<file path="src/rtl/seg7_pkg.sv">
// Shared constants and helpers for the multiplexed 7-segment driver.
// Segment codes are active-low with segment a in bit 6 and g in bit 0.
package seg7_pkg;

  localparam logic [6:0] SEG_OFF = 7'h7F;

  // Indexed by nibble value: entry 0 is the code for '0', entry 15 is the code for 'F'.
  localparam logic [15:0][6:0] HEX_SEG = {
    7'h38, 7'h30, 7'h42, 7'h31, 7'h60, 7'h08, 7'h04, 7'h00,
    7'h0F, 7'h20, 7'h24, 7'h4C, 7'h06, 7'h12, 7'h4F, 7'h01
  };

  function automatic int unsigned idx_width(input int unsigned digits);
    return (digits > 1) ? $clog2(digits) : 1;
  endfunction

endpackage

</file>
<file path="src/rtl/seg7_decoder.sv">
// Hex nibble to active-low segment code; the blank input forces all segments off.
module seg7_decoder
  import seg7_pkg::*;
(
  input  logic [3:0] nibble,
  input  logic       blank,
  output logic [6:0] seg
);

  always_comb begin
    seg = blank ? SEG_OFF : HEX_SEG[nibble];
  end

endmodule

</file>
<file path="src/rtl/seg7_mux_driver.sv">
// Multiplexed common-anode 7-segment driver with PWM brightness, leading-zero
// blanking and display updates latched only at frame boundaries.
module seg7_mux_driver
  import seg7_pkg::*;
#(
  parameter int unsigned DIGITS      = 4,
  parameter int unsigned TICK_CYCLES = 1024,
  parameter int unsigned BRIGHT_W    = 4
) (
  input  logic                  clock,
  input  logic                  reset,
  input  logic [4*DIGITS-1:0]   data_in,
  input  logic [DIGITS-1:0]     dp_in,
  input  logic                  load,
  input  logic                  lz_blank,
  input  logic [BRIGHT_W-1:0]   brightness,
  output logic [DIGITS-1:0]     an,
  output logic [6:0]            seg,
  output logic                  dp,
  output logic                  frame_done
);

  localparam int unsigned PreW = $clog2(TICK_CYCLES);
  localparam int unsigned IdxW = idx_width(DIGITS);
  localparam logic [PreW-1:0]     PreMax = PreW'(TICK_CYCLES - 1);
  localparam logic [IdxW-1:0]     IdxMax = IdxW'(DIGITS - 1);
  localparam logic [BRIGHT_W-1:0] SubMax = '1;

  logic [PreW-1:0]     pre_q, pre_d;
  logic [BRIGHT_W-1:0] sub_q, sub_d;
  logic [IdxW-1:0]     idx_q, idx_d;
  logic                tick, boundary;

  logic [DIGITS-1:0][3:0] pend_data_q, pend_data_d;
  logic [DIGITS-1:0][3:0] disp_data_q, disp_data_d;
  logic [DIGITS-1:0]      pend_dp_q, pend_dp_d;
  logic [DIGITS-1:0]      disp_dp_q, disp_dp_d;
  logic                   pend_v_q, pend_v_d;

  logic [DIGITS-1:0] blank_vec;
  logic              upper_nz;
  logic              digit_on;
  logic [6:0]        seg_dec;

  logic [DIGITS-1:0] an_d;
  logic [6:0]        seg_d;
  logic              dp_d;

  // Scan counters: prescaler -> PWM sub-slot -> digit index.
  always_comb begin
    tick     = (pre_q == PreMax);
    boundary = tick && (sub_q == SubMax) && (idx_q == IdxMax);
    pre_d    = tick ? '0 : pre_q + PreW'(1);
    sub_d    = tick ? sub_q + BRIGHT_W'(1) : sub_q;
    idx_d    = idx_q;
    if (tick && (sub_q == SubMax)) begin
      idx_d = (idx_q == IdxMax) ? '0 : idx_q + IdxW'(1);
    end
  end

  // A load on the boundary cycle bypasses the pending stage entirely.
  always_comb begin
    pend_data_d = pend_data_q;
    pend_dp_d   = pend_dp_q;
    pend_v_d    = pend_v_q;
    disp_data_d = disp_data_q;
    disp_dp_d   = disp_dp_q;
    if (boundary) begin
      pend_v_d = 1'b0;
      if (load) begin
        disp_data_d = data_in;
        disp_dp_d   = dp_in;
      end else if (pend_v_q) begin
        disp_data_d = pend_data_q;
        disp_dp_d   = pend_dp_q;
      end
    end else if (load) begin
      pend_data_d = data_in;
      pend_dp_d   = dp_in;
      pend_v_d    = 1'b1;
    end
  end

  // Walk down from the top digit; a digit blanks while everything at and above it is zero.
  always_comb begin
    blank_vec = '0;
    upper_nz  = 1'b0;
    for (int k = int'(DIGITS) - 1; k >= 1; k--) begin
      upper_nz     = upper_nz | (disp_data_d[k] != 4'h0);
      blank_vec[k] = lz_blank & ~upper_nz;
    end
  end

  // Outputs follow the data being written this edge so new data lands with frame_done.
  seg7_decoder u_decoder (
    .nibble (disp_data_d[idx_q]),
    .blank  (blank_vec[idx_q]),
    .seg    (seg_dec)
  );

  always_comb begin
    digit_on = (sub_q != '0) && (sub_q <= brightness);
    an_d     = '1;
    if (digit_on) begin
      an_d[idx_q] = 1'b0;
    end
    seg_d = seg_dec;
    dp_d  = ~disp_dp_d[idx_q];
  end

  always_ff @(posedge clock) begin
    if (reset) begin
      pre_q       <= '0;
      sub_q       <= '0;
      idx_q       <= '0;
      pend_data_q <= '0;
      pend_dp_q   <= '0;
      pend_v_q    <= 1'b0;
      disp_data_q <= '0;
      disp_dp_q   <= '0;
      an          <= '1;
      seg         <= SEG_OFF;
      dp          <= 1'b1;
      frame_done  <= 1'b0;
    end else begin
      pre_q       <= pre_d;
      sub_q       <= sub_d;
      idx_q       <= idx_d;
      pend_data_q <= pend_data_d;
      pend_dp_q   <= pend_dp_d;
      pend_v_q    <= pend_v_d;
      disp_data_q <= disp_data_d;
      disp_dp_q   <= disp_dp_d;
      an          <= an_d;
      seg         <= seg_d;
      dp          <= dp_d;
      frame_done  <= boundary;
    end
  end

endmodule

</file>
<file path="config.mk">
export PLATFORM = sky130hd
export DESIGN_NAME = seg7_mux_driver
export DESIGN_NICKNAME = d
export VERILOG_FILES = /design/src/rtl/seg7_pkg.sv /design/src/rtl/seg7_decoder.sv /design/src/rtl/seg7_mux_driver.sv
export SDC_FILE = /design/constraint.sdc
export NUM_CORES = 1
export LEC_CHECK = 0
export BUFFER_PORTS_ARGS = -buffer_cell sky130_fd_sc_hd__buf_2
export CAP_MARGIN = 25
export CORE_ASPECT_RATIO = 2
export CORE_MARGIN = 2
export CORE_UTILIZATION = 35
export DETAILED_ROUTE_END_ITERATION = 10
export GPL_TIMING_DRIVEN = 0
export PLACE_DENSITY_LB_ADDON = 0.25
export SYNTH_ARGS = -nofsm -noshare
export SYNTH_HDL_FRONTEND = slang
export SYNTH_SLANG_ARGS = --single-unit
</file>
<file path="constraint.sdc">
create_clock -name clock -period 3.6 [get_ports clock]
set_input_delay 0.72 -clock clock [delete_from_list [all_inputs] [get_ports clock]]
set_output_delay 0.72 -clock clock [all_outputs]
set_load 0.05 [all_outputs]
</file>
==> results of run 1 <==
## power breakdown
part           switching [W]  total (W)  internal [W]  leakage, nW
registers          0.0000108   0.000806      0.000796        0.573
logic              0.0000788   0.000117     0.0000379        0.964
clock network       0.000333   0.000853      0.000520        0.142
total               0.000422    0.00178       0.00135         1.68
## layout by cell type, fill, tap and decap left out, types with 4 or more instances in the layout
cell | Yosys | layout
dfxtp_1 | 70 | 66
nand2_1 | 57 | 56
nor2_1 | 48 | 48
buf_2 | 4 | 43
a21oi_1 | 30 | 30
clkbuf_1 | 18 | 17
nand3_1 | 15 | 15
inv_1 | 14 | 14
nand2b_1 | 12 | 12
ha_1 | 16 | 12
nor3_1 | 10 | 10
clkbuf_16 | 0 | 9
buf_4 | 0 | 7
xor2_1 | 7 | 7
xnor2_1 | 6 | 6
nor3b_1 | 5 | 5
o21ai_0 | 5 | 5
o221ai_2 | 1 | 5
mux2i_1 | 5 | 5
nor2b_1 | 4 | 4
o221ai_1 | 10 | 4
nand4_1 | 4 | 4
nor4_1 | 4 | 4
a221oi_1 | 4 | 4
dfxtp_2 | 0 | 4
## through the flow
stage | hold slack, ns | TNS, ns | util (%) | total power (W) | area [µm²]
6_report | 0.4560 | 0 | 44.41 | 0.001776 | 4308
5_1_grt | 0.4780 | 0 | 44.41 | 0.001832 | 4308
4_1_cts | 0.4580 | 0 | 43.86 | 0.001785 | 4254
3_5_place_dp | 0.4485 | -2.343 | 39.74 | 0.0009381 | 3855
3_3_place_gp | 0.4374 | -2.136 | 39.74 | 0.0009352 | 3855
2_1_floorplan | 0.4311 | 0 | - | 0.0008906 | 3495
## synthesized netlist by cell type (all sizes together) (5+ instances only)
| library cell | n |
|---|---|
| o21ai | 7 |
| nor2 | 48 |
| nor3 | 10 |
| xor2 | 7 |
| nand4 | 6 |
| nand2b | 12 |
| o221ai | 11 |
| nand3 | 15 |
| ha | 16 |
| mux2i | 5 |
| clkbuf | 18 |
| inv | 14 |
| a21oi | 30 |
| dfxtp | 70 |
| nand2 | 57 |
| nor4 | 7 |
| nor3b | 5 |
| xnor2 | 6 |
| buf | 5 |
## final cells by class
cell class	instances	area [µm²]
repair buffers	45	240.2
clock buffers	13	270.3
clock inverters	3	17.52
inverters	14	52.55
plain buffers	22	91.34
well taps	132	165.2
multi-input cells	299	2064
fillers	1004	5391
flip-flops and latches	70	1406
## sequential cells by signal, indices dropped and copies added (netlist names)
| signal | flops |
|---|---|
| seg | 7 |
| disp_data_q | 16 |
| pend_v_q | 1 |
| idx_q | 2 |
| frame_done | 1 |
| pend_dp_q | 4 |
| sub_q | 4 |
| pend_data_q | 16 |
| pre_q | 10 |
| an | 4 |
| dp | 1 |
| disp_dp_q | 4 |
## final timing paths
check,from,depth (start not counted),end
setup / recovery,idx_q[0],13,seg[6]
setup reg to reg,idx_q[0],13,seg[6]
hold reg to reg,pend_data_q[13],2,pend_data_q[13]
hold / removal,pend_data_q[13],2,pend_data_q[13]
## cells by family (layout without fill, tap and decap cells)
logic type / count (synthesis) / after routing / share of synthesized area (%)
compound gates: 83 / 83 / 18.08
xor+xnor: 13 / 13 / 3.258
fa+ha+maj: 16 / 16 / 5.729
buf+inv: 37 / 97 / 4.117
flops: 70 / 70 / 40.10
mux: 7 / 7 / 2.399
simple gates: 180 / 180 / 26.32
## repair_timing
action                     CTS  global route
hold buffers                 0             0
pin swaps                    3             2
setup endpoints to repair    7             5
gates resized for setup     15            11
setup buffers                4             2
## per-layer routing
layer | part of all wire (%) | wire (µm) | GRT usage (%)
met5 | 0 | 0 | 0
met4 | 5.2 | 520 | 12.59
met3 | 2.8 | 284 | 4.514
met2 | 56 | 5636 | 35.58
met1 | 36 | 3566 | 20.18
## critical path: stages, from the launching register on
cell,delay (ns)
dfxtp_2,0.41
ha_4,0.20
nand4_4,0.19
nor4_4,0.36
nand2_1,0.12
buf_4,0.23
o221ai_4,0.22
nor2_1,0.10
nor4_4,0.31
inv_1,0.15
ha_2,0.27
or4_1,0.49
o41ai_1,0.10
o41ai_2,0.09
==> results.md, run 1 <==
* EDFF count, synth at 0
* Initial Utilization at 36.03%
* Core area at 9699 µm²
* Fin nets at 505
* Clk Latency, worst-skew pair at 0.34 ns
* Die footprint at 10850 µm²
* Final Hold Fails at 0
* Synth warn at 0
* Synth cell types at 62
* DPL Wire Length at 7606 µm
* Status: complete, no violations
* LEAKAGE at 1.679 nW
* Final Skew at 0.008719 ns
* Die X at 74.66 µm
* Worst setup EP type: register
* Syn avg cell area at 8.607 µm²
* DRC at 0
* CTS clock-pin slew for the worst setup and hold paths at 0.05 ns
* Row cnt at 51
* Peak supply drop at 259.9 µV
* P&R area growth vs syn at 23.27%
* Slew Limit Fails at 0
* Fin crit period at 3.395 ns
* Non-filler cells in the finished layout at 598
* Synth area leader: dfxtp_1
* Worst-path fanout max at 10
* Worst-case clock buffer depth at 2
* Pwr dens at 412.2 nW/µm²
* Setup WS post-layout at 0.2050 ns
* Ys flop type: dfxtp_1
* Yosys reg bits at 70
* WL per Instance at 16.74 µm
* RSZ-0062 raised after global routing: no
* Crit path required time at 3.81 ns
* Ratio of cells with drive above 1 in the final layout at 21.89%
* Clk root buf: clkbuf_16
* WP data arrival at 3.60 ns
* Clk sink count at 70
* Initial antenna violation count at 0
* Placer Congestion at 0.8357
* Die Y at 145.3 µm
* Via count at 3182
* Total of max-cap violations at 0
* I/O Buffers at 39
* IO Pins at 41
* Dpl ws at -0.6876 ns
* All-Layer GR Usage at 20.14%
* DRT Pass-1 Iters at 5
* DR iter-0 viols at 138
* Worst slew pin tran at 0.6913 ns
* CTS tree: yes
* Vias per inst at 5.321
* Crit share post-route at 94.31%
* First-pass GRT wire length at 16720 µm
* R2R Setup Slk at 0.21 ns
* Ant diodes at 0
* Register area share after synthesis at 40.10%
* F_max at 294.6 MHz
* Startpoint types: register
* Synth top area cells: dfxtp_1 (40%), nand2_1 (6.1%), ha_1 (5.7%), nor2_1 (5.2%), a21oi_1 (4.3%)
* CTS buffer count at 9
* Async SR Flop Fraction at 0%
* Vias in the first global route at 3361
* # H-tree levels at 3
* Final setup fails at 0
* Post-Syn Nets at 450
* WL final at 10010 µm
* Mapped Area at 3495 µm²
* Cells after Synth at 406
* Placed insts at 577
* Final ANT Viol Nets at 0
* Max-slew headroom at 53.49%
* Critical path type: register to register
* Largest net degree at the start of global routing at 12
* Share of the synthesized area in the top cell type at 40.10%
* GRT Residual Overflow at 0
* Hold/Removal Path Class: register to register
Power figures use the tool's default switching activity.
==> run 2: changes to the inputs <==
--- a/config.mk
+++ b/config.mk
@@ -9,9 +9,10 @@
 export CAP_MARGIN = 25
 export CORE_ASPECT_RATIO = 2
 export CORE_MARGIN = 2
-export CORE_UTILIZATION = 35
+export CORE_UTILIZATION = 52
 export DETAILED_ROUTE_END_ITERATION = 10
 export GPL_TIMING_DRIVEN = 0
+export MAX_ROUTING_LAYER = met4
 export PLACE_DENSITY_LB_ADDON = 0.25
 export SYNTH_ARGS = -nofsm -noshare
 export SYNTH_HDL_FRONTEND = slang
==> run 2 against run 1 <==
Effect of this change:
- design area down 1.6%
- sequential power is essentially flat
- clock power is 1% lower
- via count is 2.9% higher
- wire length fell by 6.5%
- critical endpoint unchanged
- largest cell class unchanged
- largest power group unchanged
==> results.md, run 2 (synthesized netlist as in run 1, its figures left out) <==
* Peak supply drop at 342.9 µV
* Crit path launch: pre_q[0]
* F_max at 295.9 MHz
* CTS tree: yes
* WP data arrival at 3.57 ns
* Worst-path fanout max at 10
* Startpoint types: register
* Ratio of cells with drive above 1 in the final layout at 21.08%
* Slew Limit Fails at 0
* I/O Buffers at 39
* CTS buffer count at 9
* Die footprint at 7432 µm²
* Final Skew at 0.007227 ns
* Largest net degree at the start of global routing at 12
* Initial Utilization at 53.20%
* Worst slew pin tran at 0.7780 ns
* DR iter-0 viols at 200
* Core area at 6569 µm²
* WL final at 9356 µm
* First-pass GRT wire length at 15020 µm
* Commonest non-fill, non-tap cell in the layout: dfxtp_1
* Pwr dens at 416.4 nW/µm²
* Placer Congestion at 0.9793
* Crit path required time at 3.80 ns
* Design area at 4239 µm²
* Vias in the first global route at 3233
* Placed insts at 533
* Seq pwr share at 45.7%
* GRT Residual Overflow at 0
* Row cnt at 42
* Crit share post-route at 93.86%
* Fin nets at 504
* Clk sink count at 70
* WL per Instance at 16.92 µm
* Worst setup EP type: register
* Hold Path Stages at 2
* Vias per inst at 5.922
* Multi-input logic area at 2058 µm²
* Setup_tns at 0 ns
* WHS Endpoint: pend_data_q[6]
* Fin crit period at 3.379 ns
* Ant diodes at 0
* R2r endpoint: seg[6]
* Fill count at 567
* Clk root buf: clkbuf_16
* DPL Wire Length at 6777 µm
* Final Hold Fails at 0
* # H-tree levels at 3
* Hold/Removal Path Class: register to register
* RR Startpoint: pre_q[0]
* Clk Latency, worst-skew pair at 0.34 ns
* Commonest non-fill, non-tap cells in the layout: dfxtp_1 (69), nand2_1 (56), nor2_1 (48), buf_2 (43), a21oi_1 (30)
* RSZ-0062 raised after global routing: no
* Seq. cell area at 1403 µm²
* CTS clock-pin slew for the worst setup and hold paths at 0.05 ns
* LEAKAGE at 1.667 nW
* Max-slew headroom at 47.66%
* Non-filler cells in the finished layout at 553
* Worst-case clock buffer depth at 2
* Power share of the combinational group at 6.5%
* DRT Pass-1 Iters at 6
* All-Layer GR Usage at 27.87%
* Top Registers: disp_data_q: 16 flops, pend_data_q: 16 flops, pre_q: 10 flops
* Hold_sp: pend_data_q[6]
* Via count at 3275
* Final setup fails at 0
* Sw frac at 23.31%
* Internal power consumption at 0.001354 W
* IO Pins at 41
* Die X at 61.97 µm
* Status: complete, no violations
* Critical path type: register to register
* DP Area at 3800 µm²
* Clk network pwr share at 47.7%
* Die Y at 119.9 µm
* P&R area growth vs syn at 21.30%
* Net Switching at 0.0004114 W
* Initial antenna violation count at 0
* DRC at 0
* R2R Setup Slk at 0.22 ns
* Total of max-cap violations at 0
* R2R depth at 14
* Final ANT Viol Nets at 0
[run 2: layout make-up]
class	instances	share of cell area (%)
buffer	22	2.243
clock buffer	13	6.375
clock inverter	3	0.4132
inverter	14	1.240
multi-input combinational	299	48.55
sequential	70	33.09
tap	88	2.597
timing repair buffer	44	5.490
[run 2: worst max path at each step]
stage | to | depth (start not counted)
after CTS | seg[6] | 14
after global placement | seg[6] | 13
final | seg[6] | 14
after floorplan | seg[6] | 14
after detailed placement | seg[6] | 13
after global routing | seg[6] | 14
[run 2: repair_timing]
action                                  CTS  global route
setup buffers                             5             0
resized for setup                        14            10
endpoints found under the setup margin    7             1
hold buffers                              0             0
pin swaps                                 4             1
[run 2: critical path: stages, from the launching register on]
cell      delay [ns]
dfxtp_1         0.36
ha_2            0.22
nand3_1         0.10
buf_2           0.21
nor4_4          0.31
buf_4           0.18
nand2_4         0.11
o221ai_4        0.27
nor2_1          0.11
nor4_4          0.31
inv_2           0.10
ha_2            0.25
or4_1           0.48
o41ai_1         0.11
o41ai_2         0.10
[run 2: metrics by stage]
stage	util, %	hold slack (ns)	worst slack [ns]	total power [W]
3_5_place_dp	57.85	0.4461	-0.7554	0.0009347
5_1_grt	64.53	0.4748	0.01116	0.001814
4_1_cts	64.02	0.4539	0.01296	0.001768
6_report	64.53	0.4525	0.2210	0.001765
2_1_floorplan	-	0.4311	0.2410	0.0008906
3_3_place_gp	57.85	0.4406	-0.6492	0.0009322
[run 2: power groups by stage]
stage          Clock (W)  Combinational (W)  Sequential [W]
2_1_floorplan          0          0.0000545        0.000836
3_3_place_gp           0           0.000111        0.000821
3_5_place_dp           0           0.000113        0.000822
4_1_cts         0.000847           0.000114        0.000807
5_1_grt         0.000878           0.000127        0.000809
6_report        0.000843           0.000115        0.000807
[run 2: per-layer routing]
layer  vias to the layer above  global-route usage [%]  part of all wire, %
met2                       124                   45.64                   53
met5                         -                       -                    0
met4                         0                   15.96                  4.7
met1                      1546                   30.07                   37
met3                        36                   4.634                  4.5
li1                       1569                       -                    -
==> run 3: changes to the inputs <==
--- a/config.mk
+++ b/config.mk
@@ -5,11 +5,13 @@
 export SDC_FILE = /design/constraint.sdc
 export NUM_CORES = 1
 export LEC_CHECK = 0
+export ABC_AREA = 1
 export BUFFER_PORTS_ARGS = -buffer_cell sky130_fd_sc_hd__buf_2
 export CAP_MARGIN = 25
 export CORE_ASPECT_RATIO = 2
 export CORE_MARGIN = 2
-export CORE_UTILIZATION = 52
+export CORE_UTILIZATION = 53
+export CTS_CLUSTER_SIZE = 25
 export DETAILED_ROUTE_END_ITERATION = 10
 export GPL_TIMING_DRIVEN = 0
 export MAX_ROUTING_LAYER = met4
==> run 3 against run 2 <==
Effect of this change:
- critical path type unchanged
- die area grew 3.5%
- global-route usage shrank 3.2 points
- first-iteration DRC count grew 8.5%
- final cell count grew 23%
- combinational power grew 11%
- sequential power is essentially flat
- design area grew 0.59%
- sequential share of layout area shrank 0.22 points
- largest power group unchanged
- clock power shrank 4.3%
==> results.md, run 3 <==
* DPL Wire Length at 6127 µm
* Core area at 6833 µm²
* Async SR Flop Fraction at 0%
* Crit path required time at 3.81 ns
* Slew Limit Fails at 0
* GRT Residual Overflow at 0
* Max-slew headroom at 60.39%
* Dpl ws at 0.7420 ns
* Worst-path fanout max at 10
* Cts hold-fix bufs at 0
* Vias in the first global route at 3190
* Fin crit period at 2.593 ns
* Critical path type: register to register
* Slowest stage delay, CP at 0.35 ns
* F_max at 385.6 MHz
* Initial Utilization at 54.04%
* Placer Congestion at 0.9529
* WL per Instance at 12.36 µm
* # resized after CTS at 0
* Synth top area cells: dfxtp_1 (38%), nand2_1 (17%), a21oi_1 (6.1%), inv_1 (5.5%), ha_1 (5.4%)
* Final Skew at 0.004023 ns
* Status: complete, no violations
* Share of the synthesized area in the top cell type at 37.95%
* Hold/Removal Path Class: register to register
* DRC at 0
* Worst slew pin tran at 0.5942 ns
* Initial antenna violation count at 0
* RSZ-0062 raised after global routing: no
* DRT Pass-1 Iters at 4
* Ratio of cells with drive above 1 in the final layout at 17.32%
* Total of max-cap violations at 0
* Fill count at 660
* Register area share after synthesis at 37.95%
* Final setup fails at 0
* Worst-case clock buffer depth at 2
* Max stage delay cell, worst path: dfxtp_1
* P&R area growth vs syn at 15.49%
* CTS buffer count at 9
* Clk Latency, worst-skew pair at 0.34 ns
* Commonest non-fill, non-tap cell in the layout: nand2_1
* First-pass GRT wire length at 14440 µm
* LEAKAGE at 1.969 nW
* Mapped Area at 3692 µm²
* I/O Buffers at 38
* Die Y at 122.0 µm
* Pwr dens at 408.0 nW/µm²
* Synth warn at 0
* Startpoint types: register
* Ys flop type: dfxtp_1
* Via count at 3408
* Top Registers: disp_data_q: 16 flops, pend_data_q: 16 flops, pre_q: 10 flops
* Most frequent cell after synthesis: nand2_1
* Setup WS post-layout at 1.007 ns
* Final Hold Fails at 0
* CTS tree: yes
* Clk sink count at 70
* Die footprint at 7691 µm²
* Clk root buf: clkbuf_16
* IO Pins at 41
* Fin nets at 629
* Synth cell types at 34
* CTS clock-pin slew for the worst setup and hold paths at 0.05 ns
* Final ANT Viol Nets at 0
* Crit share post-route at 72.04%
* Critical Path, Cell by Cell: ha_1 > nand2_1 > nor2_2 > nand3_2 > nor2_4 > buf_6 > nand3_1 > nand2_1 > nand2_1 > nand2_1 > inv_1 > nand2_2 > inv_2 > ha_1 > inv_1 > nand2_1 > nand2_1 > nand2_1 > nand3_1
* EDFF count, synth at 0
* Commonest non-fill, non-tap cells in the layout: nand2_1 (167), dfxtp_1 (70), inv_1 (54), buf_2 (45), a21oi_1 (45)
* Worst setup EP type: register
* DR iter-0 viols at 217
* Ant diodes at 0
* Cells after Synth at 536
* Post-Syn Nets at 580
* Largest net degree at the start of global routing at 12
* WP data arrival at 2.80 ns
* Vias per inst at 5.019
* Core Util, Final at 62.41%
* Syn avg cell area at 6.889 µm²
* Synth area leader: dfxtp_1
* Family with the most delay on the worst path: simple AND/OR/NAND/NOR gates
* Setup Buffers After CTS at 0
* Die X at 63.02 µm
* Setup_tns at 0 ns
* Yosys reg bits at 70
* Crit path top cell by count: nand2_1
* Row cnt at 43
* Crit path buf inv count at 4
* # H-tree levels at 3
* Peak supply drop at 327.7 µV
* All-Layer GR Usage at 24.67%
* WL final at 8394 µm
* Commonest cells in the netlist: nand2_1 (167), dfxtp_1 (70), inv_1 (54)
run 3: cell count changes in the layout (fill, tap and decap cells not counted), sizes merged, moves of 7 or more:
cell / change
a21oi: +15
o221ai: -11
nand2b: -12
nor3: -9
o21ai: +29
nand2: +121
nand3: +27
clkbuf: -8
inv: +44
nor4: -7
run 3: path summary, 6_finish.rpt:
check / cells after the start / startpoint / slack (ns) / endpoint
setup / recovery: 19 / pre_q[0] / 1.01 / seg[3]
hold / removal: 2 / pend_data_q[3] / 0.45 / pend_data_q[3]
setup reg to reg: 19 / pre_q[0] / 1.01 / seg[3]
hold reg to reg: 2 / pend_data_q[3] / 0.45 / pend_data_q[3]
run 3: power by group:
part / leakage [nW] / internal, W / switching (W)
registers: 0.572 / 0.000797 / 0.00000784
logic: 1.26 / 0.0000419 / 0.0000866
clock network: 0.133 / 0.000499 / 0.000308
total: 1.97 / 0.00134 / 0.000402
run 3: cell type report:
type                            count  area (µm²)  share of cell area, %
Buffer                             18       105.1                  2.465
Clock buffer                       14       264.0                  6.191
Clock inverter                      1       5.005                 0.1174
Inverter                           62       234.0                  5.487
Multi-Input combinational cell    386        1952                  45.77
Sequential cell                    70        1401                  32.86
Tap cell                           90       112.6                  2.641
Timing Repair Buffer               38       190.2                  4.460
run 3: metrics by stage:
step                      total power, W  cell area, µm²  std cells  hold WS, ns
after floorplan                0.0009050            3692        536       0.4175
after global placement         0.0009462            3995        664       0.4305
after detailed placement       0.0009480            3995        664       0.4380
after CTS                       0.001750            4264        679       0.4501
after global routing            0.001796            4264        679       0.4664
final                           0.001740            4264        679       0.4518
run 3: cell families after synthesis:
logic type | share of synthesized area (%)
and+or+nand+nor | 33.68
xor gates and xnor gates | 0.2373
DFF | 37.95
adders and majority gates | 5.422
buffers and inverters | 9.183
AOI/OAI and AO/OA | 13.52
run 3: metal layers:
metal | part of all wire (%) | wire length [µm] | global-route usage (%) | vias to the layer above
met2 | 48 | 4021 | 40.29 | 87
met1 | 44 | 3665 | 27.97 | 1483
met4 | 4.4 | 371 | 14.86 | 0
met5 | 0 | 0 | - | -
li1 | - | - | - | 1812
met3 | 4.0 | 335 | 4.247 | 26
run 3: worst reg2reg max path: stages, from the launching register on:
cell and delay (ns):
dfxtp_1 0.35, ha_1 0.17, nand2_1 0.08, nor2_2 0.19, nand3_2 0.20, nor2_4 0.19, buf_6 0.17, nand3_1 0.10
nand2_1 0.12, nand2_1 0.06, nand2_1 0.07, inv_1 0.04, nand2_2 0.09, inv_2 0.06, ha_1 0.29, inv_1 0.04
nand2_1 0.06, nand2_1 0.05, nand2_1 0.05, nand3_1 0.07
